[config.mk]
export PLATFORM = sky130hd
export DESIGN_NAME = inst_encoder_flat
export DESIGN_NICKNAME = d
export VERILOG_FILES = /design/src/rtl/inst_encoder_if.sv /design/src/rtl/inst_encoder.sv /design/src/flat_wrapper.sv
export SDC_FILE = /design/constraint.sdc
export NUM_CORES = 1
export LEC_CHECK = 0
export ABC_AREA = 1
export CAP_MARGIN = 10
export CORE_MARGIN = 2
export CORE_UTILIZATION = 30
export DETAILED_ROUTE_END_ITERATION = 6
export GPL_TIMING_DRIVEN = 0
export HOLD_SLACK_MARGIN = 0.1
export SLEW_MARGIN = 20
export SYNTH_ARGS = -nofsm -noshare
export SYNTH_HDL_FRONTEND = slang
export SYNTH_SLANG_ARGS = --single-unit
[constraint.sdc]
create_clock -name clk -period 2.75 [get_ports clk]
set_clock_uncertainty 0.05 [all_clocks]
set_input_delay 0.55 -clock clk [delete_from_list [all_inputs] [get_ports clk]]
set_output_delay 0.55 -clock clk [all_outputs]
set_load 0.01 [all_outputs]
[src/rtl/inst_encoder_if.sv]
// Handshake bundle for inst_encoder: decoded field tuples in, instruction words out.
interface inst_encoder_if #(
    parameter int ADDR_W    = 10,
    parameter int ERR_CNT_W = 8
);
    logic                 in_valid;
    logic                 in_ready;
    logic [6:0]           in_opcode;
    logic [2:0]           in_funct3;
    logic [6:0]           in_funct7;
    logic [4:0]           in_rd;
    logic [4:0]           in_rs1;
    logic [4:0]           in_rs2;
    logic [31:0]          in_imm;
    logic                 out_valid;
    logic                 out_ready;
    logic [31:0]          out_inst;
    logic [ADDR_W-1:0]    out_addr;
    logic                 out_err;
    logic [ERR_CNT_W-1:0] err_count;

    modport master (
        output in_valid, in_opcode, in_funct3, in_funct7, in_rd, in_rs1, in_rs2, in_imm,
        output out_ready,
        input  in_ready, out_valid, out_inst, out_addr, out_err, err_count
    );

    modport slave (
        input  in_valid, in_opcode, in_funct3, in_funct7, in_rd, in_rs1, in_rs2, in_imm,
        input  out_ready,
        output in_ready, out_valid, out_inst, out_addr, out_err, err_count
    );
endinterface

[src/rtl/inst_encoder.sv]
// RV64I instruction encoder: field tuples -> 32-bit words in a 2-stage valid/ready pipeline.
// Optional macro RV64W_EN enables the 32-bit W opcodes (0111011, 0011011).
module inst_encoder #(
    parameter int                ADDR_W    = 10,
    parameter logic [ADDR_W-1:0] BASE_ADDR = '0,
    parameter int                ERR_CNT_W = 8
) (
    input logic           clk,
    input logic           rst,
    inst_encoder_if.slave bus
);

    typedef enum logic [2:0] {FMT_R, FMT_I, FMT_S, FMT_B, FMT_U, FMT_J, FMT_BAD} fmt_e;

    localparam logic [31:0] NOP      = 32'h0000_0013;
    localparam logic [6:0]  OP_IMM   = 7'b0010011;
    localparam logic [6:0]  OP_IMM32 = 7'b0011011;

    function automatic fmt_e fmt_of(input logic [6:0] op);
        fmt_e f;
        f = FMT_BAD;
        case (op)
            7'b0110011:                                               f = FMT_R;
            7'b0010011, 7'b0000011, 7'b1100111, 7'b1110011, 7'b0001111: f = FMT_I;
            7'b0100011:                                               f = FMT_S;
            7'b1100011:                                               f = FMT_B;
            7'b0110111, 7'b0010111:                                   f = FMT_U;
            7'b1101111:                                               f = FMT_J;
`ifdef RV64W_EN
            7'b0111011:                                               f = FMT_R;
            7'b0011011:                                               f = FMT_I;
`else
            7'b0111011, 7'b0011011:                                   f = FMT_BAD;
`endif
            default:                                                  f = FMT_BAD;
        endcase
        return f;
    endfunction

    function automatic logic is_shift(input logic [6:0] op, input logic [2:0] f3);
        return ((op == OP_IMM) || (op == OP_IMM32)) && ((f3 == 3'b001) || (f3 == 3'b101));
    endfunction

    function automatic logic in_range(input logic signed [31:0] v, input int lo, input int hi);
        return (v >= lo) && (v <= hi);
    endfunction

    function automatic logic imm_err(input fmt_e f, input logic [6:0] op, input logic [2:0] f3,
                                     input logic [31:0] imm);
        logic signed [31:0] v;
        logic               e;
        v = $signed(imm);
        e = 1'b0;
        case (f)
            FMT_R:   e = 1'b0;
            FMT_I: begin
                if (is_shift(op, f3))
                    e = !in_range(v, 0, (op == OP_IMM32) ? 31 : 63);
                else
                    e = !in_range(v, -2048, 2047);
            end
            FMT_S:   e = !in_range(v, -2048, 2047);
            FMT_B:   e = imm[0] || !in_range(v, -4096, 4094);
            FMT_J:   e = imm[0] || !in_range(v, -1048576, 1048574);
            FMT_U:   e = |imm[11:0];
            default: e = 1'b1;
        endcase
        return e;
    endfunction

    function automatic logic [31:0] assemble(input fmt_e f, input logic [6:0] op, input logic [2:0] f3,
                                             input logic [6:0] f7, input logic [4:0] rd,
                                             input logic [4:0] rs1, input logic [4:0] rs2,
                                             input logic [31:0] imm);
        logic [31:0] w;
        w = NOP;
        case (f)
            FMT_R: w = {f7, rs2, rs1, f3, rd, op};
            FMT_I: begin
                if (is_shift(op, f3))
                    w = {f7[6:1], imm[5:0], rs1, f3, rd, op};
                else
                    w = {imm[11:0], rs1, f3, rd, op};
            end
            FMT_S:   w = {imm[11:5], rs2, rs1, f3, imm[4:0], op};
            FMT_B:   w = {imm[12], imm[10:5], rs2, rs1, f3, imm[4:1], imm[11], op};
            FMT_U:   w = {imm[31:12], rd, op};
            FMT_J:   w = {imm[20], imm[10:1], imm[11], imm[19:12], rd, op};
            default: w = NOP;
        endcase
        return w;
    endfunction

    function automatic logic [ERR_CNT_W-1:0] sat_inc(input logic [ERR_CNT_W-1:0] c);
        return (&c) ? c : c + ERR_CNT_W'(1);
    endfunction

    logic                 vld_p1_q,  vld_p1_d;
    logic                 vld_p2_q,  vld_p2_d;
    logic [31:0]          inst_p2_q, inst_p2_d;
    logic                 err_p2_q,  err_p2_d;
    logic [ADDR_W-1:0]    addr_q,    addr_d;
    logic [ERR_CNT_W-1:0] cnt_q,     cnt_d;

    logic [6:0]  op_p1_q;
    logic [2:0]  f3_p1_q;
    logic [6:0]  f7_p1_q;
    logic [4:0]  rd_p1_q, rs1_p1_q, rs2_p1_q;
    logic [31:0] imm_p1_q;
    fmt_e        fmt_p1_q;
    logic        err_p1_q;

    fmt_e fmt_p0;
    logic err_p0;
    logic in_hs, out_hs, adv_p2;

    // Stage 0: classify and validate the incoming tuple
    assign fmt_p0 = fmt_of(bus.in_opcode);
    assign err_p0 = imm_err(fmt_p0, bus.in_opcode, bus.in_funct3, bus.in_imm);

    assign out_hs       = vld_p2_q && bus.out_ready;
    assign adv_p2       = vld_p1_q && (!vld_p2_q || bus.out_ready);
    assign bus.in_ready = !vld_p1_q || adv_p2;
    assign in_hs        = bus.in_valid && bus.in_ready;

    always_comb begin
        vld_p1_d  = vld_p1_q;
        vld_p2_d  = vld_p2_q;
        inst_p2_d = inst_p2_q;
        err_p2_d  = err_p2_q;
        addr_d    = addr_q;
        cnt_d     = cnt_q;
        if (in_hs)
            vld_p1_d = 1'b1;
        else if (adv_p2)
            vld_p1_d = 1'b0;
        if (adv_p2) begin
            vld_p2_d  = 1'b1;
            err_p2_d  = err_p1_q;
            inst_p2_d = err_p1_q ? NOP
                      : assemble(fmt_p1_q, op_p1_q, f3_p1_q, f7_p1_q, rd_p1_q, rs1_p1_q, rs2_p1_q, imm_p1_q);
        end else if (out_hs) begin
            vld_p2_d = 1'b0;
        end
        if (out_hs) begin
            addr_d = addr_q + ADDR_W'(1);
            if (err_p2_q)
                cnt_d = sat_inc(cnt_q);
        end
    end

    // Stage 1: registered fields, format and error flag
    always_ff @(posedge clk) begin
        if (in_hs) begin
            op_p1_q  <= bus.in_opcode;
            f3_p1_q  <= bus.in_funct3;
            f7_p1_q  <= bus.in_funct7;
            rd_p1_q  <= bus.in_rd;
            rs1_p1_q <= bus.in_rs1;
            rs2_p1_q <= bus.in_rs2;
            imm_p1_q <= bus.in_imm;
            fmt_p1_q <= fmt_p0;
            err_p1_q <= err_p0;
        end
    end

    // Stage 2: assembled word, address and error bookkeeping
    always_ff @(posedge clk or posedge rst) begin
        if (rst) begin
            vld_p1_q  <= 1'b0;
            vld_p2_q  <= 1'b0;
            inst_p2_q <= '0;
            err_p2_q  <= 1'b0;
            addr_q    <= BASE_ADDR;
            cnt_q     <= '0;
        end else begin
            vld_p1_q  <= vld_p1_d;
            vld_p2_q  <= vld_p2_d;
            inst_p2_q <= inst_p2_d;
            err_p2_q  <= err_p2_d;
            addr_q    <= addr_d;
            cnt_q     <= cnt_d;
        end
    end

    assign bus.out_valid = vld_p2_q;
    assign bus.out_inst  = inst_p2_q;
    assign bus.out_err   = err_p2_q;
    assign bus.out_addr  = addr_q;
    assign bus.err_count = cnt_q;

endmodule

[src/flat_wrapper.sv]
// flat-port wrapper written by rule: the top's interface ports become plain ports
module inst_encoder_flat 
#(
    parameter int                ADDR_W    = 10,
    parameter logic [ADDR_W-1:0] BASE_ADDR = '0,
    parameter int                ERR_CNT_W = 8
)
  (clk, rst, bus_in_valid, bus_in_opcode, bus_in_funct3, bus_in_funct7, bus_in_rd, bus_in_rs1, bus_in_rs2, bus_in_imm, bus_out_ready, bus_in_ready, bus_out_valid, bus_out_inst, bus_out_addr, bus_out_err, bus_err_count);
  inst_encoder_if #(.ADDR_W(ADDR_W), .ERR_CNT_W(ERR_CNT_W)) bus_i ();
  input logic clk;
  input logic rst;
  input wire logic [$bits(bus_i.in_valid)-1:0] bus_in_valid;
  input wire logic [$bits(bus_i.in_opcode)-1:0] bus_in_opcode;
  input wire logic [$bits(bus_i.in_funct3)-1:0] bus_in_funct3;
  input wire logic [$bits(bus_i.in_funct7)-1:0] bus_in_funct7;
  input wire logic [$bits(bus_i.in_rd)-1:0] bus_in_rd;
  input wire logic [$bits(bus_i.in_rs1)-1:0] bus_in_rs1;
  input wire logic [$bits(bus_i.in_rs2)-1:0] bus_in_rs2;
  input wire logic [$bits(bus_i.in_imm)-1:0] bus_in_imm;
  input wire logic [$bits(bus_i.out_ready)-1:0] bus_out_ready;
  output wire logic [$bits(bus_i.in_ready)-1:0] bus_in_ready;
  output wire logic [$bits(bus_i.out_valid)-1:0] bus_out_valid;
  output wire logic [$bits(bus_i.out_inst)-1:0] bus_out_inst;
  output wire logic [$bits(bus_i.out_addr)-1:0] bus_out_addr;
  output wire logic [$bits(bus_i.out_err)-1:0] bus_out_err;
  output wire logic [$bits(bus_i.err_count)-1:0] bus_err_count;
  assign bus_i.in_valid = bus_in_valid;
  assign bus_i.in_opcode = bus_in_opcode;
  assign bus_i.in_funct3 = bus_in_funct3;
  assign bus_i.in_funct7 = bus_in_funct7;
  assign bus_i.in_rd = bus_in_rd;
  assign bus_i.in_rs1 = bus_in_rs1;
  assign bus_i.in_rs2 = bus_in_rs2;
  assign bus_i.in_imm = bus_in_imm;
  assign bus_i.out_ready = bus_out_ready;
  assign bus_in_ready = bus_i.in_ready;
  assign bus_out_valid = bus_i.out_valid;
  assign bus_out_inst = bus_i.out_inst;
  assign bus_out_addr = bus_i.out_addr;
  assign bus_out_err = bus_i.out_err;
  assign bus_err_count = bus_i.err_count;
  inst_encoder #(.ADDR_W(ADDR_W), .BASE_ADDR(BASE_ADDR), .ERR_CNT_W(ERR_CNT_W)) u_core (.clk(clk), .rst(rst), .bus(bus_i));
endmodule
## Word-level counts from Yosys, hierarchy flattened

Index checks and enable logic that the tools add are counted.

- Input bits: 68
- Memory bits (read-only): 0
- Output and inout bits: 53
- RAM bits: 0
- Logic and storage cells: 97
- Bits in registers: 121
- Memories: 0
- Latch bits: 0

- Divide/modulo/power cells: 0
- Equal/unequal tests: 28
- $mul: 0
- $lt $le $gt $ge: 8
- Reduce and logical (&&, ||, !) cells: 32
- Add/subtract/negate cells: 2
- Muxes and demuxes: 11
- Bitwise logic cells: 1
- Shift operators: 0

Operator list:

| kind | count |
|---|---|
| 32-bit one-hot mux with 6 select lines | 1 |
| 32-bit 2-to-1 mux | 2 |
| 7-bit by 5-bit == test with 1-bit output, second input constant | 5 |
| 32-bit by 1-bit greater-or-equal comparator with 1-bit output, second input constant | 1 |
| 32-bit by 12-bit greater-or-equal comparator with 1-bit output, second input constant | 1 |
| 32-bit by 13-bit greater-or-equal comparator with 1-bit output, second input constant | 1 |
| 32-bit by 21-bit greater-or-equal comparator with 1-bit output, second input constant | 1 |
| 32-bit by 12-bit less-or-equal comparator with 1-bit output, second input constant | 1 |
| 32-bit by 13-bit less-or-equal comparator with 1-bit output, second input constant | 1 |
| 32-bit by 21-bit less-or-equal comparator with 1-bit output, second input constant | 1 |
| 32-bit less-or-equal comparator | 1 |
| 7-bit == test, second input constant | 4 |
| 7-bit by 6-bit == test with 1-bit output, second input constant | 3 |
| 3-bit == test, second input constant | 6 |
| 3-bit one-hot mux with 6 select lines | 1 |
| 3-bit by 1-bit == test with 1-bit output, second input constant | 4 |
| 3-bit by 2-bit == test with 1-bit output, second input constant | 4 |
| 12-bit OR reduction | 1 |
| 10-bit by 1-bit adder with 10-bit output, second input constant | 1 |
| 1-bit logical AND | 9 |
| 8-bit by 1-bit adder with 8-bit output, second input constant | 1 |
| 1-bit logical OR | 8 |
| 8-bit AND reduction | 1 |
| 7-bit by 2-bit == test with 1-bit output, second input constant | 1 |
| 11 further kinds | 22 |

## Logic depth before layout (Yosys ltp)

- Depth after elaboration: 7
- Mapped depth: 17
- Depth with buffers taken out: 17

## Least setup slack after synthesis

No wires, ideal clock.

- Path kind: input -> register
- Start point: input bus_out_ready
- End point: register u_core.err_p1_q (enable)
- Arrival time: 2146 ps
- Setup time: 422 ps
- Stages on the path: 4
- Required time: 2278 ps
- Path buffers: 0
- Path slack: 132 ps
- Cell sequence: inv_1 nand3_1 nand2_1 inv_1

- Longest elaborated chain between the ends: 4

Ends and longest elaborated chain:

| what | RTL line | source |
|---|---|---|
| start, declared | flat_wrapper.sv:20 | `input wire logic [$bits(bus_i.out_ready)-1:0] bus_out_ready;` |
| 1-bit logical OR | inst_encoder.sv:122 | `assign adv_p2 = vld_p1_q && (!vld_p2_q \|\| bus.out_ready);` |
| 1-bit logical AND | inst_encoder.sv:122 |  |
| 1-bit logical OR | inst_encoder.sv:123 | `assign bus.in_ready = !vld_p1_q \|\| adv_p2;` |
| via bus_in_ready | flat_wrapper.sv:21 | `output wire logic [$bits(bus_i.in_ready)-1:0] bus_in_ready;` |
| 1-bit logical AND | inst_encoder.sv:124 | `assign in_hs = bus.in_valid && bus.in_ready;` |
| via u_core.in_hs | inst_encoder.sv:115 | `logic in_hs, out_hs, adv_p2;` |
| end signal, assigned | inst_encoder.sv:163 | `err_p1_q <= err_p0;` |
| end, declared | inst_encoder.sv:111 | `logic err_p1_q;` |

The timed path passes the listed nets, and every way through them passes these cells.
A chain may end at the register's enable or synchronous reset.

## Worst setup path in the final report

- Start point: input bus_in_opcode[6]
- End point: register u_core.err_p1_q, data pin

- Longest elaborated chain between the ends: 7
- Elaborated cells on any way between the ends: 29
- Those cells by class: 1 x order compare; 17 x eq/ne; 4 x mux; 7 x reduce/logical

Ends and longest elaborated chain:

| what | RTL line | source |
|---|---|---|
| start, declared | flat_wrapper.sv:13 | `input wire logic [$bits(bus_i.in_opcode)-1:0] bus_in_opcode;` |
| 7-bit by 5-bit == test with 1-bit output | inst_encoder.sv:41, inst_encoder.sv:58 |  |
| 6-bit 2-to-1 mux | inst_encoder.sv:58 | `e = !in_range(v, 0, (op == OP_IMM32) ? 31 : 63);` |
| 32-bit less-or-equal comparator | inst_encoder.sv:45 | `return (v >= lo) && (v <= hi);` |
| 1-bit logical AND | inst_encoder.sv:45 |  |
| 1-bit logical NOT | inst_encoder.sv:58 |  |
| 1-bit 2-to-1 mux | inst_encoder.sv:57 | `if (is_shift(op, f3))` |
| 1-bit one-hot mux with 6 select lines * | inst_encoder.sv:54 | `case (f)` |
| via u_core.err_p0 | inst_encoder.sv:114 | `logic err_p0;` |

Mark *: on every way through the listed nets, which the timed path passes. The rest lies on a longest branch.

==> reports/results.ini <==
[status]
status=finished, final reports clean

[timing]
slew_headroom=0.546
hold_violations=0
finalSetupViolCount=0
setup_slack_ps=364
finalCritPeriodShare=0.868
clock.fmax_mhz=419
worst_pin_slew_ps=680
rsz0062_at_grt=false
drv_slew=0
finalCriticalPeriod_ps=2390

[die]
die_h_um=140
die_w_um=140
rows=49
core_sq_mm=0.0180
dieArea_sq_mm=0.0195
start_util=0.307
pin_count=121

[pwr]
p_per_area_mw_per_mm2=690
peakVddDrop_mv=0.510
leakage_nw=3.23

[place]
placed_cells=908
gp_congestion=0.868
place_ws_ps=-68.4
io_buffer_count=120
place_hpwl_mm=10.6

[clock_tree]
cts_buffers=17
insertion_delay_ps=400
ctsHoldBuffers=0
cts.repair.resized=0
cts_setup_buffers=0
ctsLongestPathBuffers=2
cts_htree_levels=4
cts_tree=built
clk_pin_slew_ps=50
root_buffer=clkbuf_16
clock-sinks=121

[synth]
yosys.area_share.simple=0.229
synth_compound_area_frac=0.0556
async_flop_share=0.438
synth_top_flop_cell=edfxtp_1
syn_nets=629
synth_top_family_by_area=simple AND/OR/NAND/NOR gates
muxShareOfSynthArea=0.0202
syn_area_sq_mm=0.00551
synth.distinct_cells=42
syn_avg_cell_area_sq_um=9.88
yosys-top-cells-area=edfxtp_1 (37%), dfrtp_1 (24%), nand2_1 (11%), nor2_1 (4.2%), inv_1 (3.7%)
yosys.area.top_type_share=0.371
ys_warn_count=0
ys_ff_latch=121
yosysSeqAreaShare=0.611
synth_edf_count=68
synth_xor_area_frac=0.0254
synth_cells=558
synth-adder-area-share=0.00681
synth.largest_area_cell=edfxtp_1

[setup_path]
rr_endpoint=u_core.bus.out_inst[31]
critPathRequiredTime_ps=2820
setup.worst_path.class=in2reg
worst_setup_path_start_kind=input pin
regToRegSetupSlack_ps=1090
ff2ff_path_depth=9
r2r-start=u_core.fmt_p1_q[1]
critPathMaxFanout=5
cp-end-kind=flop
critical_path_arrival_ps=2460

[route]
ant_nets=0
dr.max_layer_used=met4
first_pass_iters=5
met3_length_um=680
drt_iter0_markers=269
routedWlPerCell_um=14.9
wl_met1_mm=6.17
routed_wl_mm=14.0
dr_total_vias=4172
wl_met2_mm=6.96
drcViolationCount=0
viasPerCell=4.44

[grt]
antenna_found_initial=0
grt_pass1_wl_mm=22.1
grt_pass1_vias=4211
grt_max_degree=62
grt_overflow=0
grt_usage=0.149

[cells_and_area]
drive_gt1_frac=0.0985
mostFrequentLayoutCells=nand2_1 (157), clkdlybuf4s50_1 (120), edfxtp_1 (68), nor2_1 (61), dfrtp_1 (53)
nFillCells=1781
area_delta_synth_final_pct=37.9
seq_area_sq_mm=0.00337
nets=769
fin_cells=940
mostFrequentLayoutCell=nand2_1
antenna_cells=0
multi_input_area_sq_mm=0.00186

[min_path]
hp-class=reg2reg
holdCritStartpoint=u_core.op_p1_q[3]
whs_endpoint=u_core.bus.out_inst[3]
whs_path_depth=1

[job]
cap_violations=0

[worst max-delay path, cell delays in order]
cell and delay [ps]:
clkdlybuf4s50_1 520, nor3_2 310, and3_1 220, ha_1 160, nor2_1 50, nand2_1 60
nand2_1 40, nand2_1 50, nand2_1 40, inv_1 50, nand3_1 60, nand3_1 70
nor2_1 40, nor2_1 90, nand3_1 140
[cells in the mapped netlist (3+ instances only)]
cell type	instances
nor3_2	4
mux2i_1	10
nand4_1	5
dfrtp_1	53
a22o_1	5
clkbuf_1	3
nor3_1	6
inv_2	10
o21ai_0	14
nor2_1	61
a21oi_1	8
nor2_2	7
o21ai_1	10
nand2_1	157
xor2_1	10
nand2_2	4
edfxtp_1	68
nor2_4	3
ha_1	3
xnor2_1	6
nand3_2	4
inv_1	54
nand3_1	29
[logic make-up (layout without fill, tap and decap cells)]
family	count (synthesis)	count (layout)
compound gates	49	49
xor+xnor	16	16
flops	121	121
fa+ha+maj	3	3
buf+inv	72	225
simple gates	286	286
mux	11	11
[per-layer routing]
metal / track usage / vias to the layer above
li1: - / 2121
met1: 0.189 / 1931
met2: 0.251 / 104
met3: 0.0334 / 16
met4: 0.0500 / 0
met5: 0 / -
[through the flow]
step	utilization	total power, mW	area, sq um	setup TNS, ps	hold slack (ps)
after global placement	0.390	3.14	7000	-85050	406
after global routing	0.423	5.47	7600	0	440
final	0.423	5.24	7600	0	415
after floorplan	-	2.68	5510	0	393
after detailed placement	0.391	3.16	7030	-68.4	408
after CTS	0.423	5.29	7600	0	420
[where the power goes]
| part | internal, mW | leakage, nW | switching [mW] | total, mW |
|---|---|---|---|---|
| logic | 0.419 | 1.62 | 0.410 | 0.829 |
| registers | 2.13 | 1.34 | 0.148 | 2.28 |
| clock network | 1.37 | 0.276 | 0.761 | 2.13 |
[layout make-up]
type | count | area share
Buffer | 7 | 0.00527
Clock buffer | 23 | 0.0616
Clock inverter | 9 | 0.0130
Inverter | 65 | 0.0331
Multi-Input combinational cell | 365 | 0.244
Sequential cell | 121 | 0.443
Tap cell | 229 | 0.0377
Timing Repair Buffer | 121 | 0.162
[registers in the layout, indices dropped and copies added (netlist names)]
| register | count |
|---|---|
| u_core.bus.out_addr | 10 |
| u_core.imm_p1_q | 32 |
| u_core.bus.err_count | 8 |
| u_core.f3_p1_q | 3 |
| u_core.rd_p1_q | 5 |
| u_core.rs2_p1_q | 5 |
| u_core.f7_p1_q | 7 |
| u_core.vld_p1_q | 1 |
| u_core.rs1_p1_q | 5 |
| u_core.bus.out_inst | 32 |
| u_core.err_p1_q | 1 |
| u_core.bus.out_valid | 1 |
| u_core.bus.out_err | 1 |
| u_core.fmt_p1_q | 3 |
| u_core.op_p1_q | 7 |
[worst max-delay path by stage]
stage                           startpoint                end  slack [ps]
final                     bus_in_opcode[6]    u_core.err_p1_q         360
after global placement       bus_out_ready  u_core.f3_p1_q[2]       -1040
after CTS                    bus_out_ready       bus_in_ready         350
after global routing      bus_in_opcode[4]    u_core.err_p1_q         160
after detailed placement  bus_in_opcode[6]    u_core.err_p1_q         -70
after floorplan              bus_out_ready    u_core.err_p1_q         130
No activity file was read; power rests on OpenSTA's default activity.
